$ cat src/rtl/bram_loader.sv
// bram_loader
//
// Write-side loader for the dual-port block RAM. Accepts a byte stream over
// a valid/ready handshake, packs pairs of bytes into big-endian 16-bit words
// and writes them to consecutive RAM addresses starting at base_addr. A
// running 16-bit checksum of all written words is kept.
//
// Handshake: a byte is transferred on a rising edge where in_valid and
// in_ready are both high. in_ready depends only on registered state, so the
// source may hold in_data/in_valid indefinitely while in_ready is low.
//
// Ports:
//   clk, reset       system clock, synchronous active-high reset
//   start            begin a transfer (sampled only in IDLE)
//   base_addr        first RAM address (sampled with start)
//   word_count       words to write, 0..2**ADDR_WIDTH (sampled with start)
//   in_data/in_valid/in_ready  byte stream handshake
//   mem_addr/mem_data/mem_we   RAM write port
//   busy             high from the cycle after start until DONE is left
//   done             one-cycle completion pulse
//   checksum         sum of written words, mod 2^16
//   fsm_state        current FSM state, for debug and checker binding
module bram_loader #(
    parameter int DATA_WIDTH = 16,
    parameter int ADDR_WIDTH = 10
) (
    input  logic                  clk,
    input  logic                  reset,
    input  logic                  start,
    input  logic [ADDR_WIDTH-1:0] base_addr,
    input  logic [ADDR_WIDTH:0]   word_count,
    input  logic [7:0]            in_data,
    input  logic                  in_valid,
    output logic                  in_ready,
    output logic [ADDR_WIDTH-1:0] mem_addr,
    output logic [DATA_WIDTH-1:0] mem_data,
    output logic                  mem_we,
    output logic                  busy,
    output logic                  done,
    output logic [15:0]           checksum,
    output logic [2:0]            fsm_state
);

    typedef enum logic [2:0] {
        S_IDLE  = 3'd0,
        S_HI    = 3'd1,
        S_LO    = 3'd2,
        S_WRITE = 3'd3,
        S_DONE  = 3'd4
    } state_t;

    localparam logic [ADDR_WIDTH-1:0] ADDR_ONE = 1;
    localparam logic [ADDR_WIDTH:0]   CNT_ONE  = 1;

    state_t                state;
    logic [ADDR_WIDTH-1:0] addr_cnt;
    logic [ADDR_WIDTH:0]   remaining;
    logic [7:0]            hi_byte;
    logic [7:0]            lo_byte;

    assign mem_addr  = addr_cnt;
    assign mem_data  = {hi_byte, lo_byte};
    assign fsm_state = state;

    // Outputs are registered alongside the state: each transition sets the
    // output values that belong to the state being entered.
    always_ff @(posedge clk) begin
        if (reset) begin
            state     <= S_IDLE;
            addr_cnt  <= '0;
            remaining <= '0;
            hi_byte   <= '0;
            lo_byte   <= '0;
            checksum  <= '0;
            in_ready  <= 1'b0;
            mem_we    <= 1'b0;
            busy      <= 1'b0;
            done      <= 1'b0;
        end else begin
            mem_we <= 1'b0;
            done   <= 1'b0;
            case (state)
                S_IDLE: begin
                    in_ready <= 1'b0;
                    busy     <= 1'b0;
                    if (start) begin
                        addr_cnt  <= base_addr;
                        remaining <= word_count;
                        checksum  <= '0;
                        busy      <= 1'b1;
                        if (word_count != '0) begin
                            state    <= S_HI;
                            in_ready <= 1'b1;
                        end else begin
                            state <= S_DONE;
                            done  <= 1'b1;
                        end
                    end
                end
                S_HI: begin
                    if (in_valid) begin
                        hi_byte <= in_data;
                        state   <= S_LO;
                    end
                end
                S_LO: begin
                    if (in_valid) begin
                        lo_byte  <= in_data;
                        state    <= S_WRITE;
                        in_ready <= 1'b0;
                        mem_we   <= 1'b1;
                    end
                end
                S_WRITE: begin
                    checksum  <= checksum + mem_data;
                    remaining <= remaining - CNT_ONE;
                    addr_cnt  <= addr_cnt + ADDR_ONE;
                    if (remaining == CNT_ONE) begin
                        state <= S_DONE;
                        done  <= 1'b1;
                    end else begin
                        state    <= S_HI;
                        in_ready <= 1'b1;
                    end
                end
                S_DONE: begin
                    state <= S_IDLE;
                    busy  <= 1'b0;
                end
                default: begin
                    state    <= S_IDLE;
                    in_ready <= 1'b0;
                    busy     <= 1'b0;
                end
            endcase
        end
    end

endmodule
$ cat config.mk
export PLATFORM = sky130hd
export DESIGN_NAME = bram_loader
export DESIGN_NICKNAME = d
export VERILOG_FILES = /design/src/rtl/bram_loader.sv
export SDC_FILE = /design/constraint.sdc
export NUM_CORES = 1
export LEC_CHECK = 0
export CAP_MARGIN = 5
export CORE_MARGIN = 4
export CORE_UTILIZATION = 53
export DETAILED_ROUTE_END_ITERATION = 10
export HOLD_SLACK_MARGIN = 0.12
export PLACE_DENSITY = 0.85
export SYNTH_ARGS = -nofsm -noshare
export SYNTH_HDL_FRONTEND = slang
export SYNTH_SLANG_ARGS = --single-unit
$ cat constraint.sdc
create_clock -name clk -period 3.7 [get_ports clk]
set_input_delay 0.555 -clock clk [delete_from_list [all_inputs] [get_ports clk]]
set_output_delay 0.555 -clock clk [all_outputs]
set_load 0.005 [all_outputs]
* Word-level counts from Yosys, hierarchy flattened
Index checks and enable logic that the tools add are counted.
Storage, ports and cells: register bits 60, input port bits 33, output and inout port bits 49, logic and storage cells 59
Cells by class: add/sub/neg operators 3, eq/ne operators 9, muxes and demuxes 24, bitwise gates (word level) 2, reductions and logical operators 11
Operators with widths (count):
- case mux 16 bit (2 select lines) | 1
- case mux 11 bit (2 select lines) | 1
- case mux 10 bit (2 select lines) | 1
- adder 16 bit | 1
- two-way mux 16 bit | 1
- two-way mux 3 bit | 5
- case mux 3 bit (4 select lines) | 1
- == test 11 x 1 -> 1 bit, second input constant | 1
- two-way mux 11 bit | 1
- nonzero test 11 bit | 1
- subtractor 11 x 1 -> 11 bit, second input constant | 1
- adder 10 x 1 -> 10 bit, second input constant | 1
- two-way mux 10 bit | 1
- two-way mux 1 bit | 9
- != test 2 bit, second input constant | 4
- == test 3 x 2 -> 1 bit, second input constant | 2
- AND reduction 2 bit | 3
- AND reduction 3 bit | 2
- case mux 1 bit (2 select lines) | 2
- case mux 1 bit (4 select lines) | 1
- OR reduction 2 bit | 2
- == test 3 x 1 -> 1 bit, second input constant | 1
- == test 3 bit, second input constant | 1
- zero test 3 bit | 1
- other kinds (3) | 4

* Depth between registers and ports, before layout
word-level depth 4, gate-level depth with buffers 9, depth with buffers taken out 9

* Worst setup path before layout
No wires, ideal clock.
path type reg-to-reg, start register lo_byte[0], end register checksum[14], library setup time 0.074 ns, arrival time 2.014 ns, path slack 1.611 ns, cell stages (with the launch flop) 10, path buffers 0, clock period less this slack 2.089 ns, cells stage by stage dfxtp_1 -> ha_1 -> inv_1 -> fa_1 -> and2b_1 -> o2111ai_1 -> a21oi_1 -> a41oi_1 -> xor2_1 -> o21ai_0
Between the ends: longest elaborated chain between the ends 2
Ends and longest elaborated chain:
- start, declared | line 59 | logic [7:0] lo_byte;
- start signal, assigned | line 108 | lo_byte <= in_data;
- adder 16 bit | line 115 | checksum <= checksum + mem_data;
- case mux 16 bit (2 select lines) | line 82 | case (state)
- end signal, assigned | line 115
- end, declared | line 40 | output logic [15:0] checksum,
No other way between the ends. A chain may end at the register's enable or synchronous reset.

* Worst setup path in the final report
Same ends and word-level chain as after synthesis.

==> results_dict.tcl <==
set metrics [dict create \
    status "finished clean" \
    num-fill-cells 473 \
    routabilityCongestion 0.882 \
    crit_type "flip-flop to flip-flop" \
    yosys_most_used_dff "dfxtp_1" \
    regArea_um2 1200 \
    grt_pass1_wl_um 15200 \
    first_pass_iters 5 \
    vias 3410 \
    post-dp-hpwl_um 6730 \
    slew_violations 0 \
    die-width_um 86.8 \
    grt_usage_pct 24.9 \
    hp-class "flip-flop to flip-flop" \
    period_minus_slack_ns 2.36 \
    worstReg2RegStart "lo_byte[0]" \
    synthAdderAreaFrac_pct 7.45 \
    synth_edf_count 0 \
    p_leak_nw 1.61 \
    swShare_pct 27.3 \
    synth_nets 469 \
    maxCapViolations 0 \
    p_clk_share_pct 36.7 \
    worst_slew_pin_slew_ns 0.898 \
    wl_per_cell_um 16.1 \
    min_from "hi_byte[7]" \
    cp_top_family "compound AO/OA/AOI/OAI gates" \
    crit_slowest_cell "fa_1" \
    grt_max_degree 35 \
    async_flop_share_pct 0 \
    seq_power_share_pct 47.0 \
    drive_above_1_share_pct 6.25 \
    place_ws_ns 1.38 \
    final.setup.tns_ns 0 \
    area_delta_synth_final_pct 30.6 \
    rsz0062_at_grt "no" \
    die_area_um2 7540 \
    layout_commonest_cell "clkdlybuf4s50_1" \
    rr_worst_depth 9 \
    start_util_pct 54.9 \
    multi_input_area_um2 1960 \
    clkSlewWorstSetupHoldPaths_ns 0.07 \
    fin_area_um2 4300 \
    rr_endpoint "checksum[14]" \
    cp.required_ns 3.95 \
    post-route-period-util_pct 63.8 \
    whs_path_depth 2 \
    p_switching_mw 0.416 \
    placed_cell_area_um2 4120 \
    setup_viol 0 \
    syn_avg_cell_area_um2 7.89 \
    ys_ff_latch 60 \
    synth_xor_area_share_pct 3.46 \
    p_comb_share_pct 16.3 \
    ys.warnings.count 0 \
    postCtsSetupRepairBufs 0 \
    synth_cells 417 \
    clockBufferDepth 2 \
    skew_ns 0.0113 \
    cts_hold_buf 0 \
    critical_path.max_fanout 5 \
    drtIter0Drc 211 \
    antenna_violating_nets_post_route 0 \
    fin_nets 543 \
    totalWireLength_um 9210 \
    clock.fmax_mhz 424 \
    rows 28 \
    synthMuxAreaShare_pct 0.950 \
    synth_compound_area_share_pct 24.0 \
    core-area_um2 5990 \
    hold_violations 0 \
    power_density_nw_per_um2 355 \
    peakVddDrop_mv 0.231 \
    rrSetupSlack_ns 1.34 \
    clk_latency_ns 0.33 \
    drc 0 \
    yosys.cell_types.count 63 \
    synth_area_um2 3290 \
    synth-simple-area-share_pct 23.7 \
    port_buffers 81 \
    cts_max_level 3 \
    final_cell_mix "clkdlybuf4s50_1 (80), nand2_1 (66), dfxtp_1 (60), a21oi_1 (58), nor2_1 (38)" \
    ioPinCount 82 \
    start_kind "flip-flop" \
    cts_buffers 9 \
    synth_top_family_by_area "compound AO/OA/AOI/OAI gates" \
    antenna_found_initial 0 \
    cp_data_arrival_time_ns 2.62 \
    ys_seq_area_share_pct 36.5 \
    path_buf_inv 1 \
    viasPerCell 5.97 \
    cts-resized-gates 0 \
    layout_setup_ws_ns 1.34 \
    cts_tree "yes" \
    internal_power_mw 1.11 \
    cp_cell_sequence "ha_1 -> inv_1 -> fa_1 -> and2b_1 -> o2111ai_1 -> a21oi_1 -> a41oi_1 -> xor2_1 -> o21ai_0" \
    clock_sinks 60 \
    critPathCaptureType "flip-flop" \
    antenna_cells 0 \
    grt_pass1_vias 3243 \
    slowest_delay_ns 0.39 \
    whs_endpoint "hi_byte[7]" \
    relSlewSlack_pct 39.7 \
    cts_root_buf "clkbuf_8" \
    gr-total-overflow 0 \
    die_height_um 86.8 \
]
==> worst max-delay path by stage <==
stage | startpoint | to | slack, ns | cells past startpoint
floorplan | lo_byte[0] | checksum[14] | 1.61 | 9
CTS | lo_byte[0] | checksum[14] | 1.36 | 9
global placement | start | checksum[12] | 1.46 | 6
detailed placement | start | checksum[12] | 1.38 | 6
finish | lo_byte[0] | checksum[14] | 1.34 | 9
global route | lo_byte[0] | checksum[14] | 1.11 | 9
==> stage by stage <==
step,hold WS (ns),instances,total power [mW],utilization [%]
3_3_place_gp,0.465,555,0.967,68.7
2_1_floorplan,0.465,417,0.857,-
3_5_place_dp,0.483,555,0.973,68.7
5_1_grt,0.518,571,1.59,71.8
4_1_cts,0.492,571,1.53,71.8
6_report,0.488,571,1.52,71.8
==> routing by layer <==
metal | global-route usage [%] | vias up | wire length [µm]
met4 | 9.77 | 0 | 125
met5 | 0 | - | 0
met1 | 34.1 | 1605 | 4260
met2 | 38.0 | 143 | 4130
li1 | - | 1649 | -
met3 | 5.51 | 13 | 691
==> power by group through the flow <==
stage / Clock [mW] / Sequential, mW / Combinational [mW]
2_1_floorplan: 0 / 0.718 / 0.139
3_3_place_gp: 0 / 0.728 / 0.239
3_5_place_dp: 0 / 0.729 / 0.244
4_1_cts: 0.565 / 0.715 / 0.246
5_1_grt: 0.594 / 0.721 / 0.272
6_report: 0.560 / 0.716 / 0.249
==> worst min-delay path, cell delays in order, from the launching register on <==
cell	delay, ns
dfxtp_1	0.33
nand2_1	0.06
a21oi_1	0.05
==> flip-flops by register name, indices dropped and copies added (netlist names) <==
name / flops
mem_addr: 10
busy: 1
mem_we: 1
checksum: 16
remaining: 11
hi_byte: 8
lo_byte: 8
fsm_state: 3
done: 1
in_ready: 1
==> synthesized netlist by cell type (2+ instances only) <==
cell / number / area share, %
a222oi_1: 2 / 0.61
nand2_1: 66 / 7.5
clkbuf_1: 15 / 1.7
xor2_1: 6 / 1.6
nor2b_1: 3 / 0.57
nor3_1: 13 / 2.0
a22oi_1: 4 / 0.91
and3_1: 4 / 0.76
dfxtp_1: 60 / 36
a21oi_1: 58 / 8.8
o211ai_1: 3 / 0.68
and2_1: 4 / 0.76
xnor2_1: 7 / 1.9
nor3b_1: 2 / 0.46
buf_2: 3 / 0.46
a211oi_1: 3 / 0.68
a221oi_1: 3 / 0.80
o22ai_1: 2 / 0.38
buf_4: 2 / 0.46
a41oi_1: 2 / 0.53
a311oi_1: 3 / 0.80
nand4_1: 2 / 0.38
a21oi_2: 2 / 0.53
o21ai_0: 20 / 3.0
inv_1: 9 / 1.0
nor2_1: 38 / 4.3
and2b_1: 2 / 0.46
ha_1: 18 / 6.8
nand3_1: 15 / 2.3
mux2i_1: 2 / 0.61
nor4_1: 6 / 1.1
or2_2: 2 / 0.38
or3_1: 2 / 0.38
a21o_1: 5 / 1.1
==> cell families (layout without fill, tap and decap cells) <==
group / Yosys count / after routing
buffers and inverters: 30 / 109
xor gates and xnor gates: 13 / 13
muxes: 3 / 3
adders and majority gates: 19 / 19
DFF: 60 / 60
AOI/OAI and AO/OA: 125 / 125
and+or+nand+nor: 167 / 167
==> cell type report <==
class / instances / share of cell area, %
well taps: 75 / 2.18
repair buffers: 84 / 19.3
flip-flops and latches: 60 / 27.9
clock buffers: 11 / 3.05
clock inverters: 5 / 1.22
multi-input cells: 327 / 45.6
inverters: 9 / 0.786
Note: power is estimated with default switching activity, not from simulation.
